`config.mk`:
```
export PLATFORM = sky130hd
export DESIGN_NAME = ifetch_seq
export DESIGN_NICKNAME = d
export VERILOG_FILES = /design/src/rtl/ifetch_seq.sv
export SDC_FILE = /design/constraint.sdc
export NUM_CORES = 1
export LEC_CHECK = 0
export ABC_CLOCK_PERIOD_IN_PS = 7200
export BUFFER_PORTS_ARGS = -buffer_cell sky130_fd_sc_hd__clkbuf_2
export CORE_MARGIN = 2
export CORE_UTILIZATION = 51
export CTS_BUF_LIST = sky130_fd_sc_hd__clkbuf_8 sky130_fd_sc_hd__clkbuf_16
export DETAILED_ROUTE_END_ITERATION = 6
export GPL_TIMING_DRIVEN = 1
export PLACE_DENSITY_LB_ADDON = 0.15
export SLEW_MARGIN = 20
export SYNTH_ARGS = -nofsm -noshare
export SYNTH_HDL_FRONTEND = slang
export SYNTH_SLANG_ARGS = --single-unit
```
`constraint.sdc`:
```
create_clock -name clk -period 7.2 [get_ports clk]
set_input_delay 0.72 -clock clk [delete_from_list [all_inputs] [get_ports clk]]
set_output_delay 0.72 -clock clk [all_outputs]
set_load 0.02 [all_outputs]
```
`src/rtl/ifetch_seq.sv`:
```
// Sequential byte-wide instruction fetch for the Y86-64 SEQ core: reads one
// byte per cycle, decodes length from icode, and presents the assembled fields.
module ifetch_seq #(
  parameter int unsigned IMEM_DEPTH = 1024
) (
  input  logic        clk,
  input  logic        reset,
  input  logic        req,
  input  logic [63:0] pc,
  output logic        busy,
  output logic        mem_rd,
  output logic [63:0] mem_addr,
  input  logic [7:0]  mem_rdata,
  output logic        valid,
  output logic [7:0]  Byte0,
  output logic [71:0] Byte19,
  output logic [63:0] valP,
  output logic        instr_valid,
  output logic        imem_error
);

  localparam logic [1:0] IDLE  = 2'd0;
  localparam logic [1:0] FETCH = 2'd1;
  localparam logic [1:0] DONE  = 2'd2;

  localparam logic [63:0] DEPTH64 = 64'(IMEM_DEPTH);

  logic [1:0]  state;
  logic [63:0] base;
  logic [3:0]  iss_idx;
  logic        ret_valid;
  logic [3:0]  ret_idx;
  logic [3:0]  len;
  logic        len_known;
  logic        stop;
  logic        spec_oor;

  logic        cap0;
  logic [3:0]  dec_len;
  logic [3:0]  n_eff;
  logic        known;
  logic [3:0]  next_idx;
  logic [64:0] next_sum;
  logic        next_oor;
  logic        want;
  logic        issue;
  logic        last;
  logic        done_now;
  logic        base_oor;

  function automatic logic [3:0] instr_len(input logic [3:0] icode);
    logic [3:0] n;
    case (icode)
      4'h0, 4'h1, 4'h9:       n = 4'd1;
      4'h2, 4'h6, 4'hA, 4'hB: n = 4'd2;
      4'h7, 4'h8:             n = 4'd9;
      4'h3, 4'h4, 4'h5:       n = 4'd10;
      default:                n = 4'd1;
    endcase
    return n;
  endfunction

  // Index 1 is decided before byte 0 returns, so N may still be unknown here;
  // an out-of-range speculative read is parked in spec_oor until N resolves.
  always_comb begin
    cap0     = ret_valid && (ret_idx == 4'd0);
    dec_len  = instr_len(mem_rdata[7:4]);
    n_eff    = cap0 ? dec_len : len;
    known    = len_known || cap0;
    next_idx = iss_idx + 4'd1;
    next_sum = {1'b0, base} + 65'(next_idx);
    next_oor = next_sum[64] || (next_sum[63:0] >= DEPTH64);
    want     = !stop && (!known || (next_idx < n_eff));
    issue    = want && !next_oor;
    last     = ret_valid && known && (ret_idx == (n_eff - 4'd1));
    done_now = last || (!mem_rd && !issue);
    base_oor = pc >= DEPTH64;
  end

  always_ff @(posedge clk) begin
    if (reset) begin
      state       <= IDLE;
      base        <= '0;
      iss_idx     <= '0;
      ret_valid   <= 1'b0;
      ret_idx     <= '0;
      len         <= '0;
      len_known   <= 1'b0;
      stop        <= 1'b0;
      spec_oor    <= 1'b0;
      busy        <= 1'b0;
      mem_rd      <= 1'b0;
      mem_addr    <= '0;
      valid       <= 1'b0;
      Byte0       <= '0;
      Byte19      <= '0;
      valP        <= '0;
      instr_valid <= 1'b0;
      imem_error  <= 1'b0;
    end else begin
      valid <= 1'b0;
      case (state)
        IDLE: begin
          mem_rd    <= 1'b0;
          mem_addr  <= '0;
          ret_valid <= 1'b0;
          if (req) begin
            state       <= FETCH;
            busy        <= 1'b1;
            base        <= pc;
            iss_idx     <= '0;
            len         <= 4'd1;
            len_known   <= 1'b0;
            spec_oor    <= 1'b0;
            Byte0       <= '0;
            Byte19      <= '0;
            instr_valid <= 1'b0;
            if (base_oor) begin
              stop       <= 1'b1;
              imem_error <= 1'b1;
              valP       <= pc + 64'd1;
            end else begin
              stop       <= 1'b0;
              imem_error <= 1'b0;
              valP       <= '0;
              mem_rd     <= 1'b1;
              mem_addr   <= pc;
            end
          end
        end

        FETCH: begin
          ret_valid <= mem_rd;
          ret_idx   <= iss_idx;
          if (cap0) begin
            Byte0       <= mem_rdata;
            len         <= dec_len;
            len_known   <= 1'b1;
            instr_valid <= mem_rdata[7:4] <= 4'hB;
            valP        <= base + 64'(dec_len);
            if (spec_oor && (dec_len != 4'd1))
              imem_error <= 1'b1;
          end
          for (int unsigned k = 1; k <= 9; k++) begin
            if (ret_valid && (ret_idx == 4'(k)))
              Byte19[8*k-8 +: 8] <= mem_rdata;
          end
          if (want && next_oor) begin
            stop <= 1'b1;
            if (known)
              imem_error <= 1'b1;
            else
              spec_oor <= 1'b1;
          end
          mem_rd   <= issue;
          mem_addr <= issue ? next_sum[63:0] : '0;
          if (issue)
            iss_idx <= next_idx;
          if (done_now) begin
            state <= DONE;
            valid <= 1'b1;
          end
        end

        DONE: begin
          state     <= IDLE;
          busy      <= 1'b0;
          mem_rd    <= 1'b0;
          mem_addr  <= '0;
          ret_valid <= 1'b0;
        end

        default: begin
          state <= IDLE;
          busy  <= 1'b0;
        end
      endcase
    end
  end

endmodule

```
==> impl_results.md <==
* Vias per cell at between 6 and 7
* Max Slew Vio Count at 0
* Slew @ Worst Pin at between 1 and 1.5 ns
* Largest family of logic cells by synthesized area: simple AND/OR/NAND/NOR gates
* Number of distinct library cells after synthesis at 73
* Switching Power at approximately 1.4 mW
* Status: finished clean
* Die Y at 178 um
* Sequential area share after synthesis at about two fifths
* Max-Cap Viols at 0
* Drt pass-1 iters at 5
* Post-Synth XOR/XNOR Area at under 10%
* Mapped Area at 15,500 um2
* Inserted Diodes at 0
* PnR worst setup slack at between 1.5 and 2 ns
* Synth area leader: dfxtp_1
* Initial antenna violation count at 0
* Area Overhead vs Synth at 16.8%
* Io pins at about 290
* Crit path required time at around 7.7 ns
* WP data arrival at 6.04 ns
* Place WS at about 1.8 ns
* GR Util met1 at 47.3%
* Critical path start-end classification: flip-flop to flip-flop
* Synth Instances at 1,935
* Post-synthesis mux area share at 5.44%
* Pin count of the biggest net entering global routing at 87
* Hold Path Class: input pin to flip-flop
* Crit path launch type: flip-flop
* Row count at 63
* DRC violations left at 0
* Critical Path Fanout Max at 9
* Global-route usage over all layers at around 33%
* Comb pwr share at 18.9%
* Final #Nets at about 2.2k
* Post-CTS Setup Bufs at 0
* Grt met3 use at 5.41%
* Synth Area in Adders at 1.79%
* WL/cell at 21.7 um
* Footprint of the multi-input gates at 8880 um2
* Setup crit end kind: flip-flop
* Clock share of power at 38.3%
* Clk sink count at 295
* Number of fill cells at 2,744
* Final period utilization at 77.2%
* PortBufs at around 290
* Warnings from Yosys at 0
* Setup TNS at 0 ns
* First-pass GRT wire length at 82,600 um
* Deepest clock path buffer count at 3
* Worst-path clk slew at roughly 0.07 ns
* Layout Cells excl Fill at 2,537
* Final HPWL DP at 40,400 um
* Internal Power at 2.99 mW
* Clk_skew at around 0.014 ns
* Top cells by area, synth: dfxtp_1 38%, nand2_1 6.3%, xnor2_1 5.4%
* Fin area at ~18,000 um2
* Clock root buffer: clkbuf_16
* Grt ovf at 0
* Global route hottest layer: met2
* Sequential Area at approximately 6000 um2
* Clk Latency, worst-skew pair at 0.59 ns
* Seq cells post-synth at 295
* Die width at 178 um
* Post-synth top flop: dfxtp_1
* Max Clk Rate at 180 MHz
* TritonCTS Buffers at 31
* Post-route minimum period at between 5 and 6 ns
* # setup viols final at 0
* Synth top area share at 38.1%
* Switching share of power at approximately a third
* Hold buffer count at cts at 0
* Worst VDD drop at 236 uV
* Vias in the first global route at 13.9k
* Core Region at 29,800 um2
* Fin. Hold Viols at 0
* First DRT Iteration DRCs at 1,681
* Synth Area in Compound Gates at 12.4%
* Worst relative slew slack at roughly a quarter
* Full die area at about 32,000 um2
* Async set or reset register ratio after synthesis at 0%
* Total leakage power at 7.43 nW
* DP Area at approximately 17,000 um2
* Total wire length at 54,900 um
* Starting Density at between 50% and 60%
* Via count at 15.4k
* Met2 usage at 51.2%
* Finished Core Util at 60.7%
* Net Count, Synth at 2,031
* Post_cts resized at 0
* Post-synthesis simple-gate area fraction at between 20 and 30%
* H-tree levels at 1
* GP Congestion at around 1
* Avg Inst Size Synth at 8.00 um2
* RSZ-0062 raised after global routing: no
* Power per cell area at between 200 and 250 nW/um2
* Post-route ant nets at 0
* Proportion of layout cells with a drive suffix above 1 at between 10% and 20%
* CTS tree: built
* # placed instances at around 2.5k
* Post-synth EDFFs at 0
* Sequential power share at between 40% and 50%
## power by group through the flow
stage / Combinational (mW) / Clock (mW) / Sequential [mW]
after floorplan: 0.496 / 0 / 1.90
after global placement: 0.804 / 0 / 1.89
after CTS: 0.816 / 1.69 / 1.86
after detailed placement: 0.811 / 0 / 1.89
final: 0.824 / 1.67 / 1.86
after global routing: 0.887 / 1.75 / 1.87
## layout make-up
type                    instances  share of cell area, %
multi-input cells            1449                   49.1
flip-flops and latches        295                   32.6
repair buffers                310                   8.93
clock buffers                  36                   4.67
well taps                     390                   2.70
clock inverters                18                   1.17
inverters                      39                  0.809
## metal layers
layer	vias to the layer above	wire length (um)
met2	774	24300
met3	125	4760
met5	-	0
met1	7344	23700
li1	7166	-
met4	0	2250
## worst max-delay path: stages (launching register included)
cell	delay, ns
dfxtp_1	0.40
ha_1	0.18
nand2b_1	0.14
nand2_1	0.11
ha_1	0.36
nand3_1	0.29
a211oi_1	0.77
xnor2_1	0.19
o311ai_0	0.13
or4_1	0.50
or4_1	0.56
nor4_1	0.89
nand3_1	0.55
a221oi_1	0.38
## state kept, by name, summed over array words and instances, names as in the netlist
name         flops
Byte19          72
base            64
mem_addr        64
valP            64
Byte0            8
iss_idx          4
len              4
ret_idx          4
state            2
busy             1
imem_error       1
instr_valid      1
len_known        1
mem_rd           1
ret_valid        1
spec_oor         1
stop             1
valid            1
## placed cells by master (no fill, tap or decap), types with 62 or more instances in the layout
cell type	n
dfxtp_1	295
clkbuf_2	286
nand2_1	261
nor2_1	206
a21oi_1	128
xnor2_1	96
nor3_1	84
mux2i_1	83
nand3_1	70
and2_1	69
xor2_1	67
nand4_1	62
## stage by stage
| stage | total power [mW] | hold WS, ns |
|---|---|---|
| floorplan | 2.40 | 0.426 |
| global placement | 2.69 | 0.441 |
| detailed placement | 2.70 | 0.443 |
| CTS | 4.36 | 0.377 |
| global route | 4.51 | 0.397 |
| finish | 4.35 | 0.396 |
## cell families (layout without fill, tap and decap cells)
group / Yosys count / in the layout
AND/OR/NAND/NOR: 891 / 891
flip-flops: 295 / 295
AO/OA/AOI/OAI: 289 / 289
buffers and inverters: 191 / 403
XOR/XNOR: 164 / 164
multiplexers: 84 / 84
adder cells (fa/ha/maj): 21 / 21
## worst paths after layout
kind	start	end	slack, ns	cells after the start
min reg2reg	valP[35]	valP[35]	0.45	2
max reg2reg	iss_idx[1]	mem_rd	1.64	13
max	iss_idx[1]	mem_rd	1.64	13
min	pc[62]	base[62]	0.40	3
## synth_stat cells, types with 19 or more instances
cell      number
dfxtp_1      295
a21oi_1      129
nand2_1      262
nor2_1       207
buf_2         31
nand4_1       62
ha_1          19
clkbuf_1     112
a221oi_1      47
inv_1         38
and2_1        70
nor4_1        46
xor2_1        67
mux2i_1       83
nand3_1       70
xnor2_1       96
o21ai_0       26
nor3_1        84
Note: power is estimated with default switching activity, not from simulation.
